**src/rtl/delay_line8_if.sv**
```systemverilog
// Sample data path of the 8-cycle delay line: x goes in, y comes out eight edges later.
interface delay_line8_if #(
    parameter int WIDTH = 24
);
    logic [WIDTH-1:0] x;
    logic [WIDTH-1:0] y;

    modport master (output x, input  y);
    modport slave  (input  x, output y);
endinterface

```
**src/rtl/delay_line8.sv**
```systemverilog
// Fixed 8-cycle delay of a WIDTH-bit sample, with all 8*WIDTH flops stitched into 5 scan chains.
module delay_line8 #(
    parameter int WIDTH = 24
) (
    input  logic          clk,
    input  logic          reset,
    delay_line8_if.slave  data,
    input  logic          scan_enable,
    input  logic          scan_in0,
    input  logic          scan_in1,
    input  logic          scan_in2,
    input  logic          scan_in3,
    input  logic          scan_in4,
    output logic          scan_out0,
    output logic          scan_out1,
    output logic          scan_out2,
    output logic          scan_out3,
    output logic          scan_out4
);
    localparam int NUM_STAGES = 8;
    localparam int NUM_FLOPS  = NUM_STAGES * WIDTH;
    localparam int NUM_CHAINS = 5;

    // Flat flop index j = stage*WIDTH + bit, so stage s occupies bits [s*WIDTH +: WIDTH].
    logic [NUM_FLOPS-1:0]  flops_reg;
    logic [NUM_FLOPS-1:0]  flops_next;
    logic [NUM_CHAINS-1:0] scan_in_vec;
    logic [NUM_CHAINS-1:0] scan_out_vec;

    assign scan_in_vec = {scan_in4, scan_in3, scan_in2, scan_in1, scan_in0};

    genvar gi;
    generate
        for (gi = 0; gi < NUM_FLOPS; gi++) begin : g_flop
            logic scan_d;
            logic func_d;

            // Chain c holds flops j = c, c+5, c+10, ...; its predecessor is always j-5.
            if (gi < NUM_CHAINS) begin : g_chain_head
                assign scan_d = scan_in_vec[gi];
            end else begin : g_chain_link
                assign scan_d = flops_reg[gi-NUM_CHAINS];
            end

            if (gi < WIDTH) begin : g_first_stage
                assign func_d = data.x[gi];
            end else begin : g_later_stage
                assign func_d = flops_reg[gi-WIDTH];
            end

            assign flops_next[gi] = scan_enable ? scan_d : func_d;
        end

        for (gi = 0; gi < NUM_CHAINS; gi++) begin : g_scan_out
            localparam int LAST_J = NUM_FLOPS - 1 - ((NUM_FLOPS - 1 - gi) % NUM_CHAINS);
            assign scan_out_vec[gi] = flops_reg[LAST_J];
        end
    endgenerate

    always_ff @(posedge clk) begin
        if (reset) begin
            flops_reg <= '0;
        end else begin
            flops_reg <= flops_next;
        end
    end

    assign data.y    = flops_reg[NUM_FLOPS-1 -: WIDTH];
    assign scan_out0 = scan_out_vec[0];
    assign scan_out1 = scan_out_vec[1];
    assign scan_out2 = scan_out_vec[2];
    assign scan_out3 = scan_out_vec[3];
    assign scan_out4 = scan_out_vec[4];
endmodule

```
**src/flat_wrapper.sv**
```systemverilog
// flat-port wrapper written by rule: the top's interface ports become plain ports
module delay_line8_flat 
#(
    parameter int WIDTH = 24
)
  (clk, reset, scan_enable, scan_in0, scan_in1, scan_in2, scan_in3, scan_in4, scan_out0, scan_out1, scan_out2, scan_out3, scan_out4, data_x, data_y);
  delay_line8_if #(.WIDTH(WIDTH)) data_i ();
  input  logic clk;
  input  logic reset;
  input  logic scan_enable;
  input  logic scan_in0;
  input  logic scan_in1;
  input  logic scan_in2;
  input  logic scan_in3;
  input  logic scan_in4;
  output logic scan_out0;
  output logic scan_out1;
  output logic scan_out2;
  output logic scan_out3;
  output logic scan_out4;
  input wire logic [$bits(data_i.x)-1:0] data_x;
  output wire logic [$bits(data_i.y)-1:0] data_y;
  assign data_i.x = data_x;
  assign data_y = data_i.y;
  delay_line8 #(.WIDTH(WIDTH)) u_core (.clk(clk), .reset(reset), .data(data_i), .scan_enable(scan_enable), .scan_in0(scan_in0), .scan_in1(scan_in1), .scan_in2(scan_in2), .scan_in3(scan_in3), .scan_in4(scan_in4), .scan_out0(scan_out0), .scan_out1(scan_out1), .scan_out2(scan_out2), .scan_out3(scan_out3), .scan_out4(scan_out4));
endmodule
```
**config.mk**
```make
export PLATFORM = sky130hd
export DESIGN_NAME = delay_line8_flat
export DESIGN_NICKNAME = d
export VERILOG_FILES = /design/src/rtl/delay_line8_if.sv /design/src/rtl/delay_line8.sv /design/src/flat_wrapper.sv
export SDC_FILE = /design/constraint.sdc
export NUM_CORES = 1
export LEC_CHECK = 0
export BUFFER_PORTS_ARGS = -buffer_cell sky130_fd_sc_hd__clkbuf_2
export CAP_MARGIN = 0
export CORE_AREA = 2 2 151 94
export DETAILED_ROUTE_END_ITERATION = 6
export DIE_AREA = 0 0 153 96
export PLACE_DENSITY = 0.75
export SLEW_MARGIN = 20
export SYNTH_ARGS = -nofsm -noshare
export SYNTH_HDL_FRONTEND = slang
export SYNTH_SLANG_ARGS = --single-unit
```
**constraint.sdc**
```tcl
create_clock -name clk -period 1.8 [get_ports clk]
set_input_delay 0.18 -clock clk [delete_from_list [all_inputs] [get_ports clk]]
set_output_delay 0.18 -clock clk [all_outputs]
set_load 0.03 [all_outputs]
```
---- Word level (Yosys, flattened, before mapping) ----
Cells that the tools add are included.
word-level totals
  register bits after elaboration ......... 192
  latch bits .............................. 0
  bits in writable memories ............... 0
  memory bits (read-only) ................. 0
  word-level logic and storage cells ...... 193
  memories kept ........................... 0
cells by class
  add/subtract/negate cells ............... 0
  multiply operators ...................... 0
  div/mod/pow operators ................... 0
  $lt $le $gt $ge ......................... 0
  equal/unequal tests ..................... 0
  shift operators ......................... 0
  muxes and demuxes ....................... 192
  bitwise logic cells ..................... 0
  reductions and logical operators ........ 0
operators with widths
  operator  number
  $mux 1    192

---- Depth between registers and ports, before layout ----
  depth after elaboration ................. 1
  mapped depth ............................ 5

---- Worst setup path before layout ----
Ideal clock, no wire load.
  path kind ............................... input to register
  start point ............................. input port scan_enable
  end point ............................... register u_core.flops_reg[100]
  library setup time ...................... 0.128 ns
  data arrival time ....................... 0.823 ns
  slack ................................... 0.849 ns
  cell stages on the path ................. 5
  buffers on the path ..................... 3
  cell sequence ........................... buf_4 buf_12 buf_12 mux2i_1 nor2_1
between the ends
  longest elaborated chain between the ends .. 1
ends and longest elaborated chain
  element                 RTL line            text
  start: declaration      flat_wrapper.sv:10  input logic scan_enable;
  $mux 1                  delay_line8.sv:51   assign flops_next[gi] = scan_enable ? scan_d : func_d;
  end signal: assignment  delay_line8.sv:64   flops_reg <= flops_next;
  end: declaration        delay_line8.sv:25   logic [NUM_FLOPS-1:0] flops_reg;
Every way passes these cells.
A chain may end at the register's enable or synchronous reset.

---- Worst setup path after layout ----
  start point ............................. input port data_x[3]
  end point ............................... register u_core.flops_reg[3]
between the ends
  longest elaborated chain between the ends .. 1
ends and longest elaborated chain
  element             RTL line            text
  start: declaration  flat_wrapper.sv:21  input wire logic [$bits(data_i.x)-1:0] data_x;
  $mux 1              delay_line8.sv:51
Every way passes these cells.

==> report_table.html <==
<table>
<tr><th>Metric</th><th>Value</th></tr>
<tr><th colspan="2">Status</th></tr>
<tr><td>Status</td><td>finished clean</td></tr>
<tr><th colspan="2">Logic synthesis</th></tr>
<tr><td>Share of synthesized area occupied by flip-flops and latches</td><td>53.5%</td></tr>
<tr><td>Compound-cell area share of the yosys netlist</td><td>0%</td></tr>
<tr><td>Post-synthesis share of cell area spent on full adders, half adders and majority gates</td><td>0%</td></tr>
<tr><td>Yosys reg bits</td><td>192</td></tr>
<tr><td>Fraction of the mapped netlist area in simple logic gates</td><td>10.0%</td></tr>
<tr><td>Synth Net Count</td><td>675</td></tr>
<tr><td>Netlist Area Pre-Place</td><td>7180 um^2</td></tr>
<tr><td>Dominant combinational cell family by area after synthesis</td><td>multiplexers</td></tr>
<tr><td>Number of different library cells in the post-synthesis netlist</td><td>7</td></tr>
<tr><td>Syn Inst Count</td><td>643</td></tr>
<tr><td>Post-synthesis area per instance</td><td>11.2 um^2</td></tr>
<tr><td>Ys Warns</td><td>0</td></tr>
<tr><td>XOR/XNOR share of the synthesized area</td><td>0%</td></tr>
<tr><td>Share of cell area taken by muxes after synthesis</td><td>26.8%</td></tr>
<tr><th colspan="2">Detailed routing</th></tr>
<tr><td>Routed length per instance</td><td>12.5 um</td></tr>
<tr><td>Met2 Routed Length</td><td>5150 um</td></tr>
<tr><td>Detailed-routed wire length on met3</td><td>234 um</td></tr>
<tr><td>TritonRoute pass-1 iters</td><td>4</td></tr>
<tr><td>Via total after detailed routing</td><td>4188</td></tr>
<tr><td>Wire length the detailed router placed on met1</td><td>5330 um</td></tr>
<tr><td>Initial drt markers</td><td>102</td></tr>
<tr><td>Top routing layer used</td><td>met4</td></tr>
<tr><td>Post-detailed-route DRC marker count</td><td>0</td></tr>
<tr><td>Via count normalized by instance count</td><td>4.81</td></tr>
<tr><td>Antenna Nets Post-Route</td><td>0</td></tr>
<tr><td>Total length of routed wires</td><td>10900 um</td></tr>
<tr><th colspan="2">Die</th></tr>
<tr><td>Die extent in x</td><td>153 um</td></tr>
<tr><td>Die area</td><td>14700 um^2</td></tr>
<tr><td>Placeable core area</td><td>13300 um^2</td></tr>
<tr><td>DIE HEIGHT</td><td>96 um</td></tr>
<tr><td># IOs</td><td>61</td></tr>
<tr><td>Num rows</td><td>33</td></tr>
<tr><td>Effective utilization at floorplan</td><td>53.8%</td></tr>
<tr><th colspan="2">Worst hold path</th></tr>
<tr><td>Min-delay worst type</td><td>primary input to flop</td></tr>
<tr><th colspan="2">GRT</th></tr>
<tr><td>First-pass GRT wire length</td><td>18800 um</td></tr>
<tr><td>Via count of the first global-routing pass</td><td>4252</td></tr>
<tr><td>Antenna violations before repair</td><td>0</td></tr>
<tr><td>Total GRT Usage</td><td>15.8%</td></tr>
<tr><td>Overflow left after global routing</td><td>0</td></tr>
<tr><td>Pin count of the biggest net entering global routing</td><td>60</td></tr>
<tr><th colspan="2">Cells and area</th></tr>
<tr><td>Number of nets in the finished design</td><td>715</td></tr>
<tr><td>Post-route insts no fill</td><td>871</td></tr>
<tr><td># diodes</td><td>0</td></tr>
<tr><td>Fill cell total of the finished layout</td><td>1080</td></tr>
<tr><td>Area growth from synthesis to final layout</td><td>10.4%</td></tr>
<tr><td>Flip-flop count of the largest register, all copies and words added</td><td>192</td></tr>
<tr><td>Commonest cells after routing, fill and taps aside</td><td>192 x sky130_fd_sc_hd__mux2i_1, 192 x sky130_fd_sc_hd__nor2_1, 192 x sky130_fd_sc_hd__dfxtp_1</td></tr>
<tr><td>Share of layout cells above drive strength 1</td><td>14.4%</td></tr>
<tr><td>Post-route cell area</td><td>7920 um^2</td></tr>
<tr><th colspan="2">Placed design</th></tr>
<tr><td>Last weighted congestion value of the routability-driven placer</td><td>0.714</td></tr>
<tr><td>Post-placement cell area</td><td>7180 um^2</td></tr>
<tr><td>Count of buffers inserted at the top-level ports</td><td>60</td></tr>
<tr><td>Cells after DPL</td><td>820</td></tr>
<tr><td>HPWL reported at the end of detailed placement</td><td>6740 um</td></tr>
<tr><th colspan="2">Timing</th></tr>
<tr><td>Minimum period implied by the final worst setup slack</td><td>1.26 ns</td></tr>
<tr><td>Setup TNS</td><td>0 ns</td></tr>
<tr><td>Final-report setup violation count</td><td>0</td></tr>
<tr><td>Actual transition at the worst max-transition pin</td><td>0.476 ns</td></tr>
<tr><td>Peak clock frequency supported by timing</td><td>793 MHz</td></tr>
<tr><td>Relative max-transition margin</td><td>68.3%</td></tr>
<tr><td>Final Hold Fails</td><td>0</td></tr>
<tr><td>Final cycle utilization of the critical path</td><td>70.1%</td></tr>
<tr><td>Final Max Tran Viols</td><td>0</td></tr>
<tr><td>Unrepaired setup endpoints after global routing</td><td>no</td></tr>
<tr><td>Worst hold-check slack</td><td>0.000964 ns</td></tr>
<tr><td>Max Clock Skew</td><td>0.00782 ns</td></tr>
<tr><th colspan="2">Setup path</th></tr>
<tr><td>Worst endpoint data arrival time</td><td>1.55 ns</td></tr>
<tr><td>CP max stage cell</td><td>sky130_fd_sc_hd__dlygate4sd3_1</td></tr>
<tr><td>Most numerous cell on the critical path</td><td>sky130_fd_sc_hd__dlygate4sd3_1</td></tr>
<tr><td>Worst path max stage delay</td><td>0.56 ns</td></tr>
<tr><td>Crit Path Class</td><td>primary input to flop</td></tr>
<tr><td>Worst-path fanout max</td><td>1</td></tr>
<tr><td>Worst-path cell chain</td><td>dlygate4sd3_1, clkbuf_2, mux2i_1, dlygate4sd3_1, nor2_1</td></tr>
<tr><td>CP bufs+invs</td><td>3</td></tr>
<tr><td>Type of origin of the critical path</td><td>primary input</td></tr>
<tr><td>Family with the most delay on the worst path</td><td>buffers and inverters</td></tr>
<tr><td>Critical Path RT</td><td>2.09 ns</td></tr>
<tr><td>Category of the worst setup path capture point</td><td>flop</td></tr>
<tr><th colspan="2">Power and ir drop</th></tr>
<tr><td>Post-route total power</td><td>8350 uW</td></tr>
<tr><td>Pwr Density</td><td>1050 nW/um^2</td></tr>
<tr><td>Static leakage</td><td>0.00366 uW</td></tr>
<tr><td>Maximum vdd ir drop</td><td>0.518 mV</td></tr>
<tr><th colspan="2">Clocking</th></tr>
<tr><td>CTS sink cnt</td><td>192</td></tr>
<tr><td>Cell at the root of the clock tree</td><td>sky130_fd_sc_hd__clkbuf_16</td></tr>
<tr><td>Setup fix buffers added after clock tree synthesis</td><td>0</td></tr>
<tr><td>CTS tree</td><td>yes</td></tr>
<tr><td>H-tree lvl count</td><td>4</td></tr>
<tr><td>CTS resizes</td><td>0</td></tr>
<tr><td>Cts bufs inserted</td><td>17</td></tr>
<tr><td>Clock Path Buffers</td><td>2</td></tr>
<tr><td>Clk Latency, worst-skew pair</td><td>0.42 ns</td></tr>
<tr><td>Clk slew on worst S/H paths</td><td>0.07 ns</td></tr>
<tr><th colspan="2">Job</th></tr>
<tr><td># Max-Cap Violations</td><td>0</td></tr>
</table>
## report_power, final
| group | switching, uW | total (uW) | internal, uW |
|---|---|---|---|
| logic | 232 | 455 | 223 |
| registers | 41.7 | 4370 | 4320 |
| clock network | 1660 | 3530 | 1880 |
| total | 1930 | 8350 | 6420 |
## kinds of logic (layout without fill, tap and decap cells)
family,count (synthesis),after routing
simple gates,192,192
buf+inv,67,120
flops,192,192
mux,192,192
## worst register-to-register path: cells and delay by family, from the launching register on
| kind | cells | cell delay (ns) |
|---|---|---|
| multiplexers | 1 | 0.19 |
| flip-flops | 1 | 0.33 |
| AND/OR/NAND/NOR | 1 | 0.06 |
## through the flow
stage | utilization [%] | setup slack [ns]
after global routing | 59.4 | 0.475
after global placement | 53.8 | 0.621
after floorplan | - | 0.849
final | 59.4 | 0.539
after CTS | 59.4 | 0.576
after detailed placement | 53.8 | 0.590
## worst paths after layout
path,start,to,slack [ns],depth (start not counted)
max,data_x[3],u_core.flops_reg[3]$_SDFF_PP0_,0.54,5
min,data_x[0],u_core.flops_reg[0]$_SDFF_PP0_,0.001,3
max reg2reg,u_core.flops_reg[164]$_SDFF_PP0_,u_core.flops_reg[169]$_SDFF_PP0_,1.12,2
min reg2reg,u_core.flops_reg[118]$_SDFF_PP0_,u_core.flops_reg[142]$_SDFF_PP0_,0.49,2
## repair_timing
| action | in CTS | in global routing |
|---|---|---|
| hold endpoints to repair | 17 | 0 |
| setup endpoints to repair | 0 | 0 |
| hold buffers | 19 | 0 |
## synthesized netlist by cell type
| cell type | number | area, um^2 |
|---|---|---|
| sky130_fd_sc_hd__nor2_1 | 192 | 721 |
| sky130_fd_sc_hd__mux2i_1 | 192 | 1920 |
| sky130_fd_sc_hd__dfxtp_1 | 192 | 3840 |
| sky130_fd_sc_hd__buf_2 | 16 | 80.1 |
| sky130_fd_sc_hd__clkbuf_1 | 5 | 18.8 |
| sky130_fd_sc_hd__buf_12 | 20 | 400 |
| sky130_fd_sc_hd__buf_4 | 26 | 195 |
## per-layer routing
metal  vias to the layer above  track usage, %
met5                         -               0
met4                         0            6.94
met3                        15            3.83
met2                        25            27.4
met1                      1954            19.2
li1                       2194               -
## layout make-up
| cell class | instances | area, um^2 | area share (%) |
|---|---|---|---|
| flip-flops and latches | 192 | 3840 | 48.5 |
| clock buffers | 20 | 457 | 5.76 |
| well taps | 175 | 219 | 2.76 |
| clock inverters | 12 | 100 | 1.26 |
| repair buffers | 88 | 662 | 8.35 |
| multi-input cells | 384 | 2640 | 33.3 |
Power figures use the tool's default switching activity.
